$ cat src/rtl/bus_pkg.sv
// Shared definitions for the bus arbitration protocol: requester state, result codes, default widths.
// Used by the requester as well as the arbiter and target models.
package bus_pkg;

    localparam int BUS_ADDR_W    = 16;
    localparam int BUS_DATA_W    = 16;
    localparam int BUS_BURST_MAX = 8;
    localparam int BUS_TIMEOUT   = 64;

    typedef enum logic [2:0] {
        ST_IDLE    = 3'd0,
        ST_REQUEST = 3'd1,
        ST_ADDRESS = 3'd2,
        ST_DATA    = 3'd3,
        ST_RELEASE = 3'd4
    } bus_state_e;

    typedef enum logic [2:0] {
        STS_OK        = 3'd0,
        STS_TO_GRANT  = 3'd1,
        STS_TO_TARGET = 3'd2,
        STS_PREEMPT   = 3'd3,
        STS_BUS_ERR   = 3'd4
    } bus_status_e;

    // True while the requester is asking for or holding the bus.
    function automatic logic bus_owned(input bus_state_e s);
        return (s == ST_REQUEST) || (s == ST_ADDRESS) || (s == ST_DATA);
    endfunction

endpackage

$ cat src/rtl/bus_timeout.sv
// Saturating wait counter: expires after TimeoutCycles consecutive enabled cycles without a clear.
module bus_timeout #(
    parameter int TimeoutCycles = 64
) (
    input  logic clk,
    input  logic Reset,
    input  logic i_clr,
    input  logic i_en,
    output logic o_expired
);

    localparam int CntW = (TimeoutCycles > 2) ? $clog2(TimeoutCycles) : 1;

    logic [CntW-1:0] r_count;

    assign o_expired = (r_count == CntW'(TimeoutCycles - 1));

    // Count enabled cycles, holding once expired so the value never wraps.
    always_ff @(posedge clk) begin
        if (Reset) begin
            r_count <= '0;
        end else if (i_clr) begin
            r_count <= '0;
        end else if (i_en && !o_expired) begin
            r_count <= r_count + CntW'(1);
        end else begin
            r_count <= r_count;
        end
    end

endmodule

$ cat src/rtl/bus_requester.sv
// Shared-bus initiator: requests the bus, runs address and data phases with the target,
// then releases the bus and reports a result code with a one-cycle done pulse.
module bus_requester
    import bus_pkg::*;
#(
    parameter int AddrWidth     = BUS_ADDR_W,
    parameter int DataWidth     = BUS_DATA_W,
    parameter int BurstMax      = BUS_BURST_MAX,
    parameter int TimeoutCycles = BUS_TIMEOUT
) (
    input  logic                        clk,
    input  logic                        Reset,
    input  logic                        cmd_valid,
    output logic                        cmd_ready,
    input  logic                        cmd_write,
    input  logic [AddrWidth-1:0]        cmd_addr,
    input  logic [$clog2(BurstMax)-1:0] cmd_len,
    input  logic [DataWidth-1:0]        wdata,
    input  logic                        wdata_valid,
    output logic                        wdata_ready,
    output logic [DataWidth-1:0]        rdata,
    output logic                        rdata_valid,
    output logic                        done,
    output logic [2:0]                  status,
    output logic                        BARQ,
    input  logic                        BAGD,
    output logic                        AddressValid,
    output logic [AddrWidth-1:0]        Address,
    output logic                        WriteEn,
    input  logic                        TargetReady,
    output logic                        DataStrobe,
    output logic [DataWidth-1:0]        BusDataOut,
    input  logic [DataWidth-1:0]        BusDataIn,
    input  logic                        Error
);

    localparam int LenW = $clog2(BurstMax);

    bus_state_e           r_state;
    bus_state_e           w_next;
    bus_status_e          w_code;
    bus_status_e          r_status;

    logic                 r_write;
    logic [AddrWidth-1:0] r_addr;
    logic [LenW-1:0]      r_len;
    logic [LenW-1:0]      r_beat;

    logic                 r_cmd_ready;
    logic                 r_barq;
    logic                 r_addr_valid;
    logic [AddrWidth-1:0] r_address;
    logic                 r_write_en;
    logic                 r_data_phase;
    logic                 r_done;
    logic                 r_rdata_valid;
    logic [DataWidth-1:0] r_rdata;
    logic                 r_bagd_q;

    logic                 w_take;
    logic                 w_preempt;
    logic                 w_strobe;
    logic                 w_hs;
    logic                 w_accept;
    logic                 w_expired;
    logic                 w_to_clr;
    logic                 w_to_en;

    // r_bagd_q is only ever set once the grant has been seen, so a drop here is a real preemption.
    assign w_take    = (r_state == ST_IDLE) & r_cmd_ready & cmd_valid;
    assign w_preempt = r_bagd_q & ~BAGD;
    assign w_strobe  = r_data_phase & (~r_write | wdata_valid);
    assign w_hs      = w_strobe & TargetReady;

    // Next state and result code; abort causes are ranked Error, preemption, timeout.
    always_comb begin
        w_next   = r_state;
        w_code   = STS_OK;
        w_accept = 1'b0;
        case (r_state)
            ST_IDLE: begin
                if (w_take) begin
                    w_next = ST_REQUEST;
                end else begin
                    w_next = ST_IDLE;
                end
            end
            ST_REQUEST: begin
                if (Error) begin
                    w_next = ST_RELEASE;
                    w_code = STS_BUS_ERR;
                end else if (w_preempt) begin
                    w_next = ST_RELEASE;
                    w_code = STS_PREEMPT;
                end else if (w_expired) begin
                    w_next = ST_RELEASE;
                    w_code = STS_TO_GRANT;
                end else if (BAGD) begin
                    w_next = ST_ADDRESS;
                end else begin
                    w_next = ST_REQUEST;
                end
            end
            ST_ADDRESS: begin
                if (Error) begin
                    w_next = ST_RELEASE;
                    w_code = STS_BUS_ERR;
                end else if (w_preempt) begin
                    w_next = ST_RELEASE;
                    w_code = STS_PREEMPT;
                end else if (w_expired) begin
                    w_next = ST_RELEASE;
                    w_code = STS_TO_TARGET;
                end else if (TargetReady) begin
                    w_next = ST_DATA;
                end else begin
                    w_next = ST_ADDRESS;
                end
            end
            ST_DATA: begin
                if (Error) begin
                    w_next = ST_RELEASE;
                    w_code = STS_BUS_ERR;
                end else if (w_preempt) begin
                    w_next = ST_RELEASE;
                    w_code = STS_PREEMPT;
                end else if (w_expired) begin
                    w_next = ST_RELEASE;
                    w_code = STS_TO_TARGET;
                end else if (w_hs) begin
                    w_accept = 1'b1;
                    if (r_beat == r_len) begin
                        w_next = ST_RELEASE;
                        w_code = STS_OK;
                    end else begin
                        w_next = ST_DATA;
                    end
                end else begin
                    w_next = ST_DATA;
                end
            end
            ST_RELEASE: begin
                w_next = ST_IDLE;
            end
            default: begin
                w_next = ST_IDLE;
            end
        endcase
    end

    assign w_to_clr = (w_next != r_state) | w_accept;
    assign w_to_en  = bus_owned(r_state);

    bus_timeout #(
        .TimeoutCycles(TimeoutCycles)
    ) u_timeout (
        .clk      (clk),
        .Reset    (Reset),
        .i_clr    (w_to_clr),
        .i_en     (w_to_en),
        .o_expired(w_expired)
    );

    // State register plus the captured command and beat count.
    always_ff @(posedge clk) begin
        if (Reset) begin
            r_state <= ST_IDLE;
            r_write <= 1'b0;
            r_addr  <= '0;
            r_len   <= '0;
            r_beat  <= '0;
        end else begin
            r_state <= w_next;
            if (w_take) begin
                r_write <= cmd_write;
                r_addr  <= cmd_addr;
                r_len   <= cmd_len;
                r_beat  <= '0;
            end else if (w_accept) begin
                r_beat  <= r_beat + LenW'(1);
            end else begin
                r_beat  <= r_beat;
            end
        end
    end

    // Outputs are decoded from the next state so each one is a flop aligned with the state.
    always_ff @(posedge clk) begin
        if (Reset) begin
            r_cmd_ready   <= 1'b0;
            r_barq        <= 1'b0;
            r_addr_valid  <= 1'b0;
            r_address     <= '0;
            r_write_en    <= 1'b0;
            r_data_phase  <= 1'b0;
            r_done        <= 1'b0;
            r_status      <= STS_OK;
            r_rdata_valid <= 1'b0;
            r_rdata       <= '0;
            r_bagd_q      <= 1'b0;
        end else begin
            r_cmd_ready   <= (w_next == ST_IDLE);
            r_barq        <= bus_owned(w_next);
            r_addr_valid  <= (w_next == ST_ADDRESS);
            r_address     <= (w_next == ST_ADDRESS) ? r_addr : '0;
            r_write_en    <= ((w_next == ST_ADDRESS) || (w_next == ST_DATA)) ? r_write : 1'b0;
            r_data_phase  <= (w_next == ST_DATA);
            r_done        <= (w_next == ST_RELEASE);
            r_status      <= (w_next == ST_RELEASE) ? w_code : STS_OK;
            r_rdata_valid <= w_accept & ~r_write;
            r_rdata       <= (w_accept & ~r_write) ? BusDataIn : r_rdata;
            r_bagd_q      <= ((r_state != ST_IDLE) && bus_owned(w_next)) ? BAGD : 1'b0;
        end
    end

    assign cmd_ready    = r_cmd_ready;
    assign BARQ         = r_barq;
    assign AddressValid = r_addr_valid;
    assign Address      = r_address;
    assign WriteEn      = r_write_en;
    assign done         = r_done;
    assign status       = r_status;
    assign rdata_valid  = r_rdata_valid;
    assign rdata        = r_rdata;
    // Write strobe and beat acknowledge follow the local data handshake in the same cycle.
    assign DataStrobe   = w_strobe;
    assign wdata_ready  = w_accept & r_write;
    assign BusDataOut   = (r_data_phase & r_write) ? wdata : '0;

endmodule

$ cat config.mk
export PLATFORM = sky130hd
export DESIGN_NAME = bus_requester
export DESIGN_NICKNAME = d
export VERILOG_FILES = /design/src/rtl/bus_pkg.sv /design/src/rtl/bus_timeout.sv /design/src/rtl/bus_requester.sv
export SDC_FILE = /design/constraint.sdc
export NUM_CORES = 1
export LEC_CHECK = 0
export ABC_AREA = 1
export CORE_MARGIN = 2
export CORE_UTILIZATION = 30
export CTS_BUF_LIST = sky130_fd_sc_hd__clkbuf_16
export DETAILED_ROUTE_END_ITERATION = 10
export RECOVER_POWER = 100
export SLEW_MARGIN = 20
export SYNTH_ARGS = -nofsm -noshare
export SYNTH_HDL_FRONTEND = slang
export SYNTH_SLANG_ARGS = --single-unit
export TNS_END_PERCENT = 30
$ cat constraint.sdc
create_clock -name clk -period 1.65 [get_ports clk]
set_clock_uncertainty 0.15 [all_clocks]
set_input_delay 0.165 -clock clk [delete_from_list [all_inputs] [get_ports clk]]
set_output_delay 0.165 -clock clk [all_outputs]
set_load 0.05 [all_outputs]
==> impl_metrics.json <==
{
  "clkSlewWorstSetupHoldPaths_ns": 0.06,
  "ys_async_sr_fraction": 0,
  "post-route-period-util": 1.16,
  "grt_max_degree": 40,
  "post-synth-top-area-fraction": 0.507,
  "yosysSeqAreaShare": 0.507,
  "drive_above_1_share": 0.297,
  "leakage_uw": 0.00206,
  "diodes": 0,
  "clk_path_buf_depth": 2,
  "required_ns": 1.76,
  "first_pass_iters": 4,
  "setup_ws_ns": -0.258,
  "synthFlopType": "sky130_fd_sc_hd__dfxtp_1",
  "drt_wl_total_um": 7820,
  "syn-instance-count": 372,
  "irDropWorstVdd_v": 0.000455,
  "grt_antenna_before_repair": 0,
  "muxShareOfSynthArea": 0.00380,
  "synth.cell_area_sq_um": 2960,
  "start_kind": "flip-flop",
  "synth_compound_area_frac": 0.109,
  "arrival_ns": 2.02,
  "total_grt_overflow": 0,
  "dp.final_hpwl_um": 5480,
  "final_period_minus_worst_setup_slack_ns": 1.91,
  "cts.sink_count": 75,
  "floorplan.die.height_um": 103,
  "drt-vias-per-instance": 4.28,
  "worst_slew_pin_slew_ns": 0.646,
  "synthSimpleGateAreaFrac": 0.250,
  "postSynthNetCount": 433,
  "cts-root-buf": "sky130_fd_sc_hd__clkbuf_16",
  "timing_max_transition_violations_final": 0,
  "post_synth_edffs": 0,
  "wl_per_cell_um": 11.8,
  "timing.max_cap.violations": 0,
  "violations": "negative setup slack",
  "post-synth-top-count-cell": "sky130_fd_sc_hd__dfxtp_1",
  "gp_congestion": 0.949,
  "nNetsFinal": 588,
  "via_count_of_the_routed_design": 2846,
  "buffer_ports.inserted": 117,
  "insertion_delay_ns": 0.33,
  "cts-hold-fix-buffers": 0,
  "antenna_left": 0,
  "area_growth_syn_to_layout_pct": 67.3,
  "postLayoutCellArea_sq_um": 4950,
  "synth_top_family_by_area": "simple AND/OR/NAND/NOR gates",
  "netlist_top_cells_area": "sky130_fd_sc_hd__dfxtp_1, sky130_fd_sc_hd__nor2_1, sky130_fd_sc_hd__inv_1, sky130_fd_sc_hd__o21ai_0, sky130_fd_sc_hd__nor2_2",
  "max-slew-margin-rel": 0.571,
  "synthTopCellsByCount": "sky130_fd_sc_hd__dfxtp_1, sky130_fd_sc_hd__nor2_1, sky130_fd_sc_hd__inv_1",
  "finalHoldViolCount": 0,
  "synth_top_cell_by_area": "sky130_fd_sc_hd__dfxtp_1",
  "area_share_of_fa_ha_maj_cells_after_synthesis": 0.00845,
  "start_util": 0.306,
  "finalSetupViolCount": 49,
  "final_cells": 665,
  "synth_cell_types": 30,
  "cp-end-kind": "flip-flop",
  "crit_path_category": "reg2reg",
  "worst_hold_path_type": "in2reg",
  "ys_ff_latch": 75,
  "core_sq_um": 9680,
  "fmaxAchievable_mhz": 524,
  "h-tree-depth": 3,
  "drc_errors": 0,
  "setup_repair_after_global_routing_missed_its_margin": "true",
  "pwr_density_cell_nw_per_um2": 855,
  "cts_tree": "built",
  "post_synth.cell_area_avg_sq_um": 7.96,
  "grt_first_pass_wirelength_um": 11800,
  "cts-buffers-inserted": 9,
  "synthXorXnorAreaFrac": 0.0177,
  "run_status": "finished, violations left",
  "fp.dieArea_sq_um": 10700,
  "track_usage": 0.143,
  "rows": 36,
  "cp_max_fanout": 9,
  "vias_in_the_first_global_route": 2640,
  "die_width_um": 103,
  "pin_count": 118,
  "drt_iter0_markers": 51,
  "dp.cells": 636,
  "postPlaceCellArea_sq_um": 4510,
  "synth.yosys.warnings": 0
}
critical path: stages (launching register included):
cell and delay [ns]:
sky130_fd_sc_hd__dfxtp_2 0.33, sky130_fd_sc_hd__ha_4 0.16, sky130_fd_sc_hd__inv_2 0.06, sky130_fd_sc_hd__nor2_2 0.04, sky130_fd_sc_hd__nand2_2 0.09, sky130_fd_sc_hd__nand3_4 0.10
sky130_fd_sc_hd__buf_6 0.15, sky130_fd_sc_hd__inv_6 0.06, sky130_fd_sc_hd__nand2_2 0.05, sky130_fd_sc_hd__nand2_2 0.08, sky130_fd_sc_hd__inv_2 0.06, sky130_fd_sc_hd__a21oi_4 0.18
sky130_fd_sc_hd__buf_4 0.16, sky130_fd_sc_hd__nand2_8 0.09, sky130_fd_sc_hd__nor2_1 0.10
power breakdown:
group	switching [uW]	total (uW)	internal, uW
Combinational	221	444	223
Sequential	21.5	1880	1860
Clock	744	1910	1160
cells by family after synthesis:
| group | Yosys count |
|---|---|
| AO/OA/AOI/OAI | 61 |
| multiplexers | 1 |
| adder cells (fa/ha/maj) | 2 |
| AND/OR/NAND/NOR | 153 |
| XOR/XNOR | 6 |
| flip-flops | 75 |
| buffers and inverters | 74 |
state kept, by name, summed over array words and instances, names as in the netlist:
signal and flops:
rdata_valid 1, r_beat 3, cmd_ready 1, done 1, BARQ 1, Address 16
status 3, WriteEn 1, r_bagd_q 1, r_state 3, r_len 3, r_data_phase 1
r_addr 16, r_write 1, AddressValid 1, rdata 16, u_timeout.r_count 6
per-layer routing:
metal,global-route usage,wire length (um),vias up,part of all wire
met5,0,0,-,0
met4,0.0800,110,0,0.014
met3,0.0470,704,7,0.090
met2,0.238,3760,94,0.48
met1,0.160,3240,1281,0.41
li1,-,-,1464,-
layout make-up:
class | instances | area (sq um)
Sequential cell | 75 | 1510
Timing Repair Buffer | 156 | 1420
Clock inverter | 7 | 67.6
Fill cell | 933 | 4730
Inverter | 61 | 246
Clock buffer | 9 | 225
Multi-Input combinational cell | 224 | 1320
Tap cell | 133 | 166
path summary, 6_finish.rpt:
check	from	endpoint	slack, ns	cells past startpoint
setup / recovery	u_timeout.r_count[0]$_SDFFE_PP0P_	Address[3]$_SDFF_PP0_	-0.26	14
hold / removal	cmd_len[2]	r_len[2]$_SDFFE_PP0P_	0.27	3
setup reg to reg	u_timeout.r_count[0]$_SDFFE_PP0P_	Address[3]$_SDFF_PP0_	-0.26	14
hold reg to reg	r_addr[2]$_SDFFE_PP0P_	Address[2]$_SDFF_PP0_	0.28	2
cells in the final DEF, fill, tap and decap left out, types with 7 or more instances in the layout:
cell,n
sky130_fd_sc_hd__dfxtp_1,71
sky130_fd_sc_hd__clkdlybuf4s50_1,58
sky130_fd_sc_hd__inv_1,53
sky130_fd_sc_hd__nor2_1,50
sky130_fd_sc_hd__nor2_2,40
sky130_fd_sc_hd__clkbuf_1,39
sky130_fd_sc_hd__buf_4,29
sky130_fd_sc_hd__nand2_1,26
sky130_fd_sc_hd__o21ai_0,24
sky130_fd_sc_hd__a21oi_1,22
sky130_fd_sc_hd__buf_12,18
sky130_fd_sc_hd__o21ai_1,11
sky130_fd_sc_hd__clkbuf_16,9
sky130_fd_sc_hd__buf_6,9
sky130_fd_sc_hd__nand2_2,7
timing repair:
| item | 4_1_cts | 5_1_grt |
|---|---|---|
| buffers inserted | 5 | 6 |
| pin swaps | 7 | 11 |
| resized for setup | 22 | 45 |
| setup endpoints to repair | 64 | 74 |
| gates cloned | 0 | 2 |
metrics by stage:
| step | setup TNS (ns) | power, uW | hold slack [ns] | worst slack, ns | util |
|---|---|---|---|---|---|
| 2_1_floorplan | -3.55 | 2100 | 0.141 | -0.164 | - |
| 3_3_place_gp | -9.70 | 2320 | 0.273 | -0.233 | 0.466 |
| 3_5_place_dp | -11.52 | 2330 | 0.278 | -0.293 | 0.466 |
| 4_1_cts | -6.55 | 4250 | 0.261 | -0.240 | 0.508 |
| 5_1_grt | -13.61 | 4400 | 0.285 | -0.332 | 0.512 |
| 6_report | -7.53 | 4240 | 0.266 | -0.258 | 0.512 |
Note: power is estimated with default switching activity, not from simulation.
